$ cat src/rtl/mem_arbiter_if.sv
// mem_arbiter_if
// Bundles the two requester handshakes and the memory-side strobes shared
// by mem_arbiter.
//   req0/req1, we0/we1, addr0/addr1, wdata0/wdata1 : requests into the arbiter
//   done0/done1, rdata0/rdata1                     : completion and read data
//   busy                                           : arbiter not idle
//   mem_address, mem_data_in, mem_flag_read,
//   mem_flag_write                                 : strobes to the memory
//   mem_output                                     : registered memory output
//   err0/err1 (MEM_ARB_BOUNDS_CHECK_EN only)       : out-of-range access flags
// Modports: slave = arbiter side, master = requesters plus memory side.
interface mem_arbiter_if #(
  parameter int ADDR_W = 32,
  parameter int DATA_W = 32
);
  logic              req0;
  logic              req1;
  logic              we0;
  logic              we1;
  logic [ADDR_W-1:0] addr0;
  logic [ADDR_W-1:0] addr1;
  logic [DATA_W-1:0] wdata0;
  logic [DATA_W-1:0] wdata1;
  logic              done0;
  logic              done1;
  logic [DATA_W-1:0] rdata0;
  logic [DATA_W-1:0] rdata1;
  logic              busy;
  logic [ADDR_W-1:0] mem_address;
  logic [DATA_W-1:0] mem_data_in;
  logic              mem_flag_read;
  logic              mem_flag_write;
  logic [DATA_W-1:0] mem_output;
`ifdef MEM_ARB_BOUNDS_CHECK_EN
  logic              err0;
  logic              err1;
`endif

  modport slave (
`ifdef MEM_ARB_BOUNDS_CHECK_EN
    output err0, err1,
`endif
    input  req0, req1, we0, we1, addr0, addr1, wdata0, wdata1, mem_output,
    output done0, done1, rdata0, rdata1, busy,
    output mem_address, mem_data_in, mem_flag_read, mem_flag_write
  );

  modport master (
`ifdef MEM_ARB_BOUNDS_CHECK_EN
    input  err0, err1,
`endif
    output req0, req1, we0, we1, addr0, addr1, wdata0, wdata1, mem_output,
    input  done0, done1, rdata0, rdata1, busy,
    input  mem_address, mem_data_in, mem_flag_read, mem_flag_write
  );
endinterface

$ cat src/rtl/mem_arbiter.sv
// mem_arbiter
// Shares one single-port memory between port 0 (instruction fetch) and
// port 1 (load/store). Each access walks IDLE -> ISSUE -> WAIT -> IDLE:
// the winning request is latched in IDLE, the memory strobe is driven for
// the single ISSUE cycle, and the registered memory output is captured on
// the WAIT exit edge together with a one-cycle done pulse.
// Ports:
//   clk    : rising-edge clock
//   reset  : asynchronous active-high reset
//   bus    : mem_arbiter_if.slave (requests, done/rdata, busy, memory side)
// Parameters: ADDR_W, DATA_W, DEPTH (bounds check only),
//   FIXED_PRIO (0 = round-robin, 1 = port 0 wins ties).
// Optional feature: define MEM_ARB_BOUNDS_CHECK_EN to add err0/err1 and
//   suppress memory strobes for addresses >= DEPTH.
module mem_arbiter #(
  parameter int ADDR_W     = 32,
  parameter int DATA_W     = 32,
  parameter int DEPTH      = 32,
  parameter int FIXED_PRIO = 0
) (
  input logic          clk,
  input logic          reset,
  mem_arbiter_if.slave bus
);

  typedef enum logic [1:0] {
    S_IDLE,
    S_ISSUE,
    S_WAIT
  } state_t;

  state_t            r_state;
  logic              r_lastGrant;
  logic              r_port;
  logic              r_we;
  logic [ADDR_W-1:0] r_addr;
  logic [DATA_W-1:0] r_wdata;
  logic              r_flagRead;
  logic              r_flagWrite;
  logic              r_busy;
  logic              r_done0;
  logic              r_done1;
  logic [DATA_W-1:0] r_rdata0;
  logic [DATA_W-1:0] r_rdata1;
`ifdef MEM_ARB_BOUNDS_CHECK_EN
  logic              r_oob;
  logic              r_err0;
  logic              r_err1;
`endif

  logic              w_elig0;
  logic              w_elig1;
  logic              w_grant;
  logic              w_pick1;
  logic [ADDR_W-1:0] w_selAddr;
  logic [DATA_W-1:0] w_selWdata;
  logic              w_selWe;
  logic              w_inRange;
  logic              w_capture;
  logic [DATA_W-1:0] w_capData;

  // A port whose done pulse is high right now still holds req; masking it
  // keeps the same request from being served twice.
  assign w_elig0 = bus.req0 & ~r_done0;
  assign w_elig1 = bus.req1 & ~r_done1;
  assign w_grant = w_elig0 | w_elig1;

  // Tie break: round-robin picks the port that did not win last time.
  always_comb begin
    w_pick1 = w_elig1;
    if (w_elig0 && w_elig1) begin
      w_pick1 = (FIXED_PRIO != 0) ? 1'b0 : ~r_lastGrant;
    end
  end

  assign w_selAddr  = w_pick1 ? bus.addr1  : bus.addr0;
  assign w_selWdata = w_pick1 ? bus.wdata1 : bus.wdata0;
  assign w_selWe    = w_pick1 ? bus.we1    : bus.we0;

`ifdef MEM_ARB_BOUNDS_CHECK_EN
  // Out-of-range accesses still walk the FSM but never strobe the memory
  // and return zero data.
  assign w_inRange = (w_selAddr < ADDR_W'(DEPTH));
  assign w_capture = ~r_we | r_oob;
  assign w_capData = r_oob ? '0 : bus.mem_output;
`else
  assign w_inRange = 1'b1;
  assign w_capture = ~r_we;
  assign w_capData = bus.mem_output;
`endif

  // Single FSM; every output is a register so the memory strobes are
  // glitch-free and drop immediately on reset.
  always_ff @(posedge clk or posedge reset) begin
    if (reset) begin
      r_state     <= S_IDLE;
      r_lastGrant <= 1'b1;
      r_port      <= 1'b0;
      r_we        <= 1'b0;
      r_addr      <= '0;
      r_wdata     <= '0;
      r_flagRead  <= 1'b0;
      r_flagWrite <= 1'b0;
      r_busy      <= 1'b0;
      r_done0     <= 1'b0;
      r_done1     <= 1'b0;
      r_rdata0    <= '0;
      r_rdata1    <= '0;
`ifdef MEM_ARB_BOUNDS_CHECK_EN
      r_oob       <= 1'b0;
      r_err0      <= 1'b0;
      r_err1      <= 1'b0;
`endif
    end else begin
      r_done0 <= 1'b0;
      r_done1 <= 1'b0;
`ifdef MEM_ARB_BOUNDS_CHECK_EN
      r_err0  <= 1'b0;
      r_err1  <= 1'b0;
`endif
      case (r_state)
        S_IDLE: begin
          if (w_grant) begin
            r_addr      <= w_selAddr;
            r_wdata     <= w_selWdata;
            r_we        <= w_selWe;
            r_port      <= w_pick1;
            r_lastGrant <= w_pick1;
            r_flagRead  <= ~w_selWe & w_inRange;
            r_flagWrite <= w_selWe & w_inRange;
`ifdef MEM_ARB_BOUNDS_CHECK_EN
            r_oob       <= ~w_inRange;
`endif
            r_busy      <= 1'b1;
            r_state     <= S_ISSUE;
          end
        end
        S_ISSUE: begin
          r_flagRead  <= 1'b0;
          r_flagWrite <= 1'b0;
          r_state     <= S_WAIT;
        end
        S_WAIT: begin
          if (r_port) begin
            r_done1 <= 1'b1;
            if (w_capture) r_rdata1 <= w_capData;
`ifdef MEM_ARB_BOUNDS_CHECK_EN
            r_err1  <= r_oob;
`endif
          end else begin
            r_done0 <= 1'b1;
            if (w_capture) r_rdata0 <= w_capData;
`ifdef MEM_ARB_BOUNDS_CHECK_EN
            r_err0  <= r_oob;
`endif
          end
          r_busy  <= 1'b0;
          r_state <= S_IDLE;
        end
        default: begin
          r_state <= S_IDLE;
        end
      endcase
    end
  end

  assign bus.mem_address    = r_addr;
  assign bus.mem_data_in    = r_wdata;
  assign bus.mem_flag_read  = r_flagRead;
  assign bus.mem_flag_write = r_flagWrite;
  assign bus.busy           = r_busy;
  assign bus.done0          = r_done0;
  assign bus.done1          = r_done1;
  assign bus.rdata0         = r_rdata0;
  assign bus.rdata1         = r_rdata1;
`ifdef MEM_ARB_BOUNDS_CHECK_EN
  assign bus.err0           = r_err0;
  assign bus.err1           = r_err1;
`endif

endmodule
$ cat src/flat_wrapper.sv
// flat-port wrapper written by rule: the top's interface ports become plain ports
module mem_arbiter_flat 
#(
  parameter int ADDR_W     = 32,
  parameter int DATA_W     = 32,
  parameter int DEPTH      = 32,
  parameter int FIXED_PRIO = 0
)
  (clk, reset, bus_req0, bus_req1, bus_we0, bus_we1, bus_addr0, bus_addr1, bus_wdata0, bus_wdata1, bus_mem_output, bus_done0, bus_done1, bus_rdata0, bus_rdata1, bus_busy, bus_mem_address, bus_mem_data_in, bus_mem_flag_read, bus_mem_flag_write);
  mem_arbiter_if #(.ADDR_W(ADDR_W), .DATA_W(DATA_W)) bus_i ();
  input logic clk;
  input logic reset;
  input wire logic [$bits(bus_i.req0)-1:0] bus_req0;
  input wire logic [$bits(bus_i.req1)-1:0] bus_req1;
  input wire logic [$bits(bus_i.we0)-1:0] bus_we0;
  input wire logic [$bits(bus_i.we1)-1:0] bus_we1;
  input wire logic [$bits(bus_i.addr0)-1:0] bus_addr0;
  input wire logic [$bits(bus_i.addr1)-1:0] bus_addr1;
  input wire logic [$bits(bus_i.wdata0)-1:0] bus_wdata0;
  input wire logic [$bits(bus_i.wdata1)-1:0] bus_wdata1;
  input wire logic [$bits(bus_i.mem_output)-1:0] bus_mem_output;
  output wire logic [$bits(bus_i.done0)-1:0] bus_done0;
  output wire logic [$bits(bus_i.done1)-1:0] bus_done1;
  output wire logic [$bits(bus_i.rdata0)-1:0] bus_rdata0;
  output wire logic [$bits(bus_i.rdata1)-1:0] bus_rdata1;
  output wire logic [$bits(bus_i.busy)-1:0] bus_busy;
  output wire logic [$bits(bus_i.mem_address)-1:0] bus_mem_address;
  output wire logic [$bits(bus_i.mem_data_in)-1:0] bus_mem_data_in;
  output wire logic [$bits(bus_i.mem_flag_read)-1:0] bus_mem_flag_read;
  output wire logic [$bits(bus_i.mem_flag_write)-1:0] bus_mem_flag_write;
  assign bus_i.req0 = bus_req0;
  assign bus_i.req1 = bus_req1;
  assign bus_i.we0 = bus_we0;
  assign bus_i.we1 = bus_we1;
  assign bus_i.addr0 = bus_addr0;
  assign bus_i.addr1 = bus_addr1;
  assign bus_i.wdata0 = bus_wdata0;
  assign bus_i.wdata1 = bus_wdata1;
  assign bus_i.mem_output = bus_mem_output;
  assign bus_done0 = bus_i.done0;
  assign bus_done1 = bus_i.done1;
  assign bus_rdata0 = bus_i.rdata0;
  assign bus_rdata1 = bus_i.rdata1;
  assign bus_busy = bus_i.busy;
  assign bus_mem_address = bus_i.mem_address;
  assign bus_mem_data_in = bus_i.mem_data_in;
  assign bus_mem_flag_read = bus_i.mem_flag_read;
  assign bus_mem_flag_write = bus_i.mem_flag_write;
  mem_arbiter #(.ADDR_W(ADDR_W), .DATA_W(DATA_W), .DEPTH(DEPTH), .FIXED_PRIO(FIXED_PRIO)) u_core (.clk(clk), .reset(reset), .bus(bus_i));
endmodule
$ cat config.mk
export PLATFORM = sky130hd
export DESIGN_NAME = mem_arbiter_flat
export DESIGN_NICKNAME = d
export VERILOG_FILES = /design/src/rtl/mem_arbiter_if.sv /design/src/rtl/mem_arbiter.sv /design/src/flat_wrapper.sv
export SDC_FILE = /design/constraint.sdc
export NUM_CORES = 1
export LEC_CHECK = 0
export BUFFER_PORTS_ARGS = -buffer_cell sky130_fd_sc_hd__buf_2
export CAP_MARGIN = 10
export CORE_ASPECT_RATIO = 0.8
export CORE_MARGIN = 2
export CORE_UTILIZATION = 35
export DETAILED_ROUTE_END_ITERATION = 12
export GPL_ROUTABILITY_DRIVEN = 0
export PLACE_DENSITY = 0.67
export RECOVER_POWER = 100
export SYNTH_ARGS = -nofsm -noshare
export SYNTH_HDL_FRONTEND = slang
export SYNTH_SLANG_ARGS = --single-unit
$ cat constraint.sdc
create_clock -name clk -period 4 [get_ports clk]
set_input_delay 0.6 -clock clk [delete_from_list [all_inputs] [get_ports clk]]
set_output_delay 0.6 -clock clk [all_outputs]
set_load 0.03 [all_outputs]
# ---- Yosys cells after proc, flatten, opt, wreduce, memory -nomap -nowiden
# Index checks and enable logic that the tools add are counted.
dict set report classes {
  n_addsub 0
  multipliers 0
  div 0
  magnitude_cmp 0
  eq_ne 3
  n_shift 0
  mux 16
  n_bitwise 9
  n_reduce_logical 9
}
# op n
set op_table {}
lappend op_table {{2-to-1 mux 32 bit} 2}
lappend op_table {{2-to-1 mux 1 bit} 9}
lappend op_table {{inverter 1 bit} 6}
lappend op_table {{one-hot mux 1 bit (2 select lines)} 3}
lappend op_table {{AND reduction 2 bit} 3}
lappend op_table {{AND reduction 3 bit} 2}
lappend op_table {{one-hot mux 2 bit (2 select lines)} 1}
lappend op_table {{nonzero test 2 bit} 2}
lappend op_table {{AND 1 bit} 2}
lappend op_table {{equality test 2 x 1 -> 1 bit (second input constant)} 1}
lappend op_table {{equality test 2 bit (second input constant)} 1}
lappend op_table {{zero test 2 bit} 1}
lappend op_table {{2-to-1 mux 2 bit} 1}
lappend op_table {{!= test 2 x 1 -> 1 bit (second input constant)} 1}
lappend op_table {{logical AND 1 bit} 1}
lappend op_table {{OR 1 bit} 1}
dict set report totals {
  regBits 138
  latchBits 0
  ram_bits 0
  mem_bits_ro 0
  inputBits 166
  out_inout_bits 133
  memories 0
}

# ---- Depth between registers and ports, before layout
dict set report depth {
  depth_word 8
  mapped_depth 6
  depth_no_buf 5
}

# ---- Least setup slack after synthesis
# No wires, ideal clock.
dict set report synth_path {
  kind {input to register}
  start {input port bus_req0}
  end {register u_core.r_addr[24], in the netlist u_core.bus.mem_address[24]}
  arrival_ns 1.472
  t_required_ns 3.923
  setup_slack_ns 2.451
  cell_stages 6
  n_path_buf 2
  path_cell_list {nor2b_2 o21ai_2 buf_4 buf_6 a21oi_1 a21oi_1}
}
dict set report synth_via {
  elab_chain_cells 4
}
# element line_no
set synth_rtl {}
lappend synth_rtl {{start: declaration} flat_wrapper.sv:13} ;# input wire logic [$bits(bus_i.req0)-1:0] bus_req0;
lappend synth_rtl {{AND 1 bit (*)} mem_arbiter.sv:64} ;# assign w_elig0 = bus.req0 & ~r_done0;
lappend synth_rtl {{logical AND 1 bit} mem_arbiter.sv:71} ;# if (w_elig0 && w_elig1) begin
lappend synth_rtl {{2-to-1 mux 1 bit} mem_arbiter.sv:71}
lappend synth_rtl {{2-to-1 mux 32 bit} mem_arbiter.sv:76} ;# assign w_selAddr = w_pick1 ? bus.addr1 : bus.addr0;
lappend synth_rtl {{end signal: assignment} mem_arbiter.sv:124} ;# r_addr <= w_selAddr;
lappend synth_rtl {{end: declaration} mem_arbiter.sv:36} ;# logic [ADDR_W-1:0] r_addr;
# Every way passes the cells marked *; elsewhere a longest branch is shown, timed or not.
# A chain may end at the register's enable or synchronous reset.

# ---- Final worst setup path
dict set report layout_path {
  start {register u_core.r_state[0]}
  end {register u_core.r_rdata1[21], in the netlist u_core.bus.rdata1[21]}
}
dict set report layout_via {
  elab_chain_cells 2
}
# element line_no
set layout_rtl {}
lappend layout_rtl {{start: declaration} mem_arbiter.sv:32} ;# state_t r_state;
lappend layout_rtl {{start signal: assignment} mem_arbiter.sv:96} ;# r_state <= S_IDLE;
lappend layout_rtl {{start signal: assignment} mem_arbiter.sv:135} ;# r_state <= S_ISSUE;
lappend layout_rtl {{start signal: assignment} mem_arbiter.sv:141} ;# r_state <= S_WAIT;
lappend layout_rtl {{equality test 2 bit} mem_arbiter.sv:121} ;# case (r_state)
lappend layout_rtl {{AND reduction 3 bit (no source line)} --}
lappend layout_rtl {{end signal: assignment} mem_arbiter.sv:146} ;# if (w_capture) r_rdata1 <= w_capData;
lappend layout_rtl {{end: declaration} mem_arbiter.sv:44} ;# logic [DATA_W-1:0] r_rdata1;
# Every way passes these cells.

==> impl_metrics.json <==
{
  "status": "complete, but fails checks",
  "violations": "max-capacitance violations, max-slew violations",
  "final-setup-viol-count": 0,
  "track_usage_pct": 18.69,
  "area_growth_pct": 35.38,
  "cts_num_sinks": 138,
  "cts_tree": "built",
  "relSlewSlack_pct": -32.39,
  "post_cts_buffers": 0,
  "fin_skew_ns": 0.005967,
  "synthAdderAreaFrac_pct": 0,
  "hold_viol_final": 0,
  "clk_latency_ns": 0.41,
  "vias": 4889,
  "ios": 299,
  "cts-root-buf": "clkbuf_16",
  "ctsHoldBuffers": 0,
  "detail_route.first_pass.iterations": 4,
  "dieArea_um2": 17320,
  "syn_inst": 522,
  "die_h_um": 118.1,
  "remaining_drc_errors": 0,
  "min_period_ns": 2.854,
  "fin_util_pct": 48.66,
  "grt_setup_unrepaired": "no",
  "maxCapViolations": 3,
  "rr_startpoint": "u_core.r_state[0]",
  "grt_pass1_vias": 4866,
  "crit_arrival_ns": 3.14,
  "h-tree-depth": 4,
  "post_synth_instance_area_um2": 5698,
  "chipWidth_um": 146.7,
  "fin_setup_tns_ns": 0,
  "ant_nets": 0,
  "cts.path.max_buffers": 2,
  "fin_crit_sh_pct": 71.35,
  "max_clock_freq_mhz": 350.4,
  "ir_drop_mv": 0.4600,
  "cts_made_buffers": 17,
  "cts_resized": 0,
  "totalWireLength_um": 16070,
  "rows": 41,
  "synthXorXnorAreaFrac_pct": 0,
  "hpwlAfterDp_um": 11070,
  "startpoint": "u_core.r_state[0]",
  "synth_cell_types": 25,
  "synth_top_family_by_area": "multiplexers",
  "drt_iter0_drc": 223,
  "criticalPathCategory": "reg2reg",
  "synth_compound_area_share_pct": 12.01,
  "antenna_found_initial": 0,
  "max_slew.worst_pin.slew_ns": 1.986,
  "layout.nets": 978,
  "grt_pass1_wl_um": 25850,
  "synth_nets": 688,
  "num_antenna_cells": 0,
  "drive_above_1_share_pct": 30.91,
  "muxShareOfSynthArea_pct": 12.82,
  "cp.required_ns": 4.29,
  "initial_core_util_pct": 35.95,
  "worstPathMaxFanout": 32,
  "ys_ff_latch": 138,
  "viasPerCell": 4.701,
  "p_leak_nw": 3.597,
  "hp-start": "bus_wdata0[3]",
  "overflow": 0,
  "hold_class": "in2reg",
  "finalMaxSlewViolations": 135,
  "avgSynthCellArea_um2": 10.92,
  "portBuffers": 298,
  "ys_seq_area_share_pct": 60.63,
  "cp-end-kind": "flip-flop",
  "grt_max_degree": 139,
  "startpoint_type": "flip-flop",
  "p_per_area_nw_per_um2": 974.3,
  "ys_warn_count": 0,
  "synthSimpleGateAreaFrac_pct": 10.52,
  "clk_pin_slew_ns": 0.06,
  "routedWlPerCell_um": 15.45,
  "placeableCoreArea_um2": 15850
}
## path summary, 6_finish.rpt
| check | cells after the start | slack (ns) | endpoint |
|---|---|---|---|
| worst max-delay path | 4 | 1.15 | u_core.bus.rdata1[21] |
| worst min-delay path | 3 | 0.41 | u_core.bus.mem_data_in[3] |
| worst max register to register | 4 | 1.15 | u_core.bus.rdata1[21] |
| worst min register to register | 1 | 0.48 | u_core.bus.rdata0[26] |
| max in group asynchronous | 3 | 3.05 | u_core.bus.mem_data_in[30] |
| min in group asynchronous | 3 | 0.43 | u_core.r_state[1] |
## cells in the final DEF, fill, tap and decap left out, drive strengths merged
master / instances
nor2: 68
dfstp: 1
nor3: 2
bufinv: 1
and3: 1
nor2b: 2
inv: 6
buf: 168
a21oi: 130
clkbuf: 157
mux2i: 1
nand3: 1
nand2: 69
a21o: 2
clkinvlp: 2
nand2b: 3
mux2: 64
o21ai: 3
dfrtp: 137
clkinv: 7
## synth_stat cells, drive strengths merged
cell | n | share of area [%]
buf | 29 | 3.4
dfstp | 1 | 0.46
nor2b | 2 | 0.26
nand2 | 69 | 4.5
clkbuf | 5 | 0.33
o21ai | 3 | 0.33
nand2b | 3 | 0.46
a21o | 2 | 0.26
nor2 | 68 | 4.5
dfrtp | 137 | 60
nor3 | 2 | 0.57
a21oi | 130 | 11
mux2 | 64 | 13
inv | 4 | 0.26
and3 | 1 | 0.11
nand3 | 1 | 0.088
mux2i | 1 | 0.18
## cell type report
class | count | area (µm²)
clock buffers | 20 | 456.7
clock inverters | 12 | 113.9
fillers | 1567 | 8138
inverters | 4 | 16.27
multi-input cells | 346 | 2024
flip-flops and latches | 138 | 3455
well taps | 215 | 269.0
repair buffers | 305 | 1379
## flip-flops by register name (all words and copies together), names as in the netlist
| name | flops |
|---|---|
| u_core.bus.mem_address | 32 |
| u_core.bus.mem_data_in | 32 |
| u_core.bus.rdata0 | 32 |
| u_core.bus.rdata1 | 32 |
| u_core.r_state | 2 |
| u_core.bus.busy | 1 |
| u_core.bus.done0 | 1 |
| u_core.bus.done1 | 1 |
| u_core.bus.mem_flag_read | 1 |
| u_core.bus.mem_flag_write | 1 |
| u_core.r_lastGrant | 1 |
| u_core.r_port | 1 |
| u_core.r_we | 1 |
## cells by family (layout without fill, tap and decap cells)
family / Yosys count / after routing
simple gates: 146 / 146
flops: 138 / 138
compound gates: 135 / 135
mux: 65 / 65
buf+inv: 38 / 341
## worst max-delay path, cell delays in order (launching register included)
cell	delay (ns)
dfrtp_1	0.39
nand2b_1	0.28
nor3_4	0.15
clkbuf_1	1.44
mux2_2	0.45
## metal layers
| layer | routed length (µm) | global-route usage [%] |
|---|---|---|
| met5 | 0 | 0 |
| met2 | 7473 | 29.87 |
| met4 | 230 | 5.400 |
| met3 | 1062 | 5.039 |
| met1 | 7307 | 25.03 |
## metrics by stage
step	total power [mW]	area [µm²]	setup WS [ns]	hold WS [ns]	instances
2_1_floorplan	5.097	5702	1.680	0.4469	522
4_1_cts	7.748	7904	1.851	0.3946	1040
6_report	7.516	7714	1.146	0.4148	1040
5_1_grt	7.992	7714	0.9586	0.3905	1040
3_5_place_dp	6.207	7333	1.545	0.4695	1008
3_3_place_gp	6.158	7333	1.627	0.4561	1008
## power by group
| part | total, mW | internal [mW] | switching, mW |
|---|---|---|---|
| logic | 3.54 | 0.977 | 2.57 |
| registers | 2.46 | 2.10 | 0.370 |
| clock network | 1.51 | 0.895 | 0.613 |
| total | 7.52 | 3.97 | 3.55 |
Power figures use the tool's default switching activity.
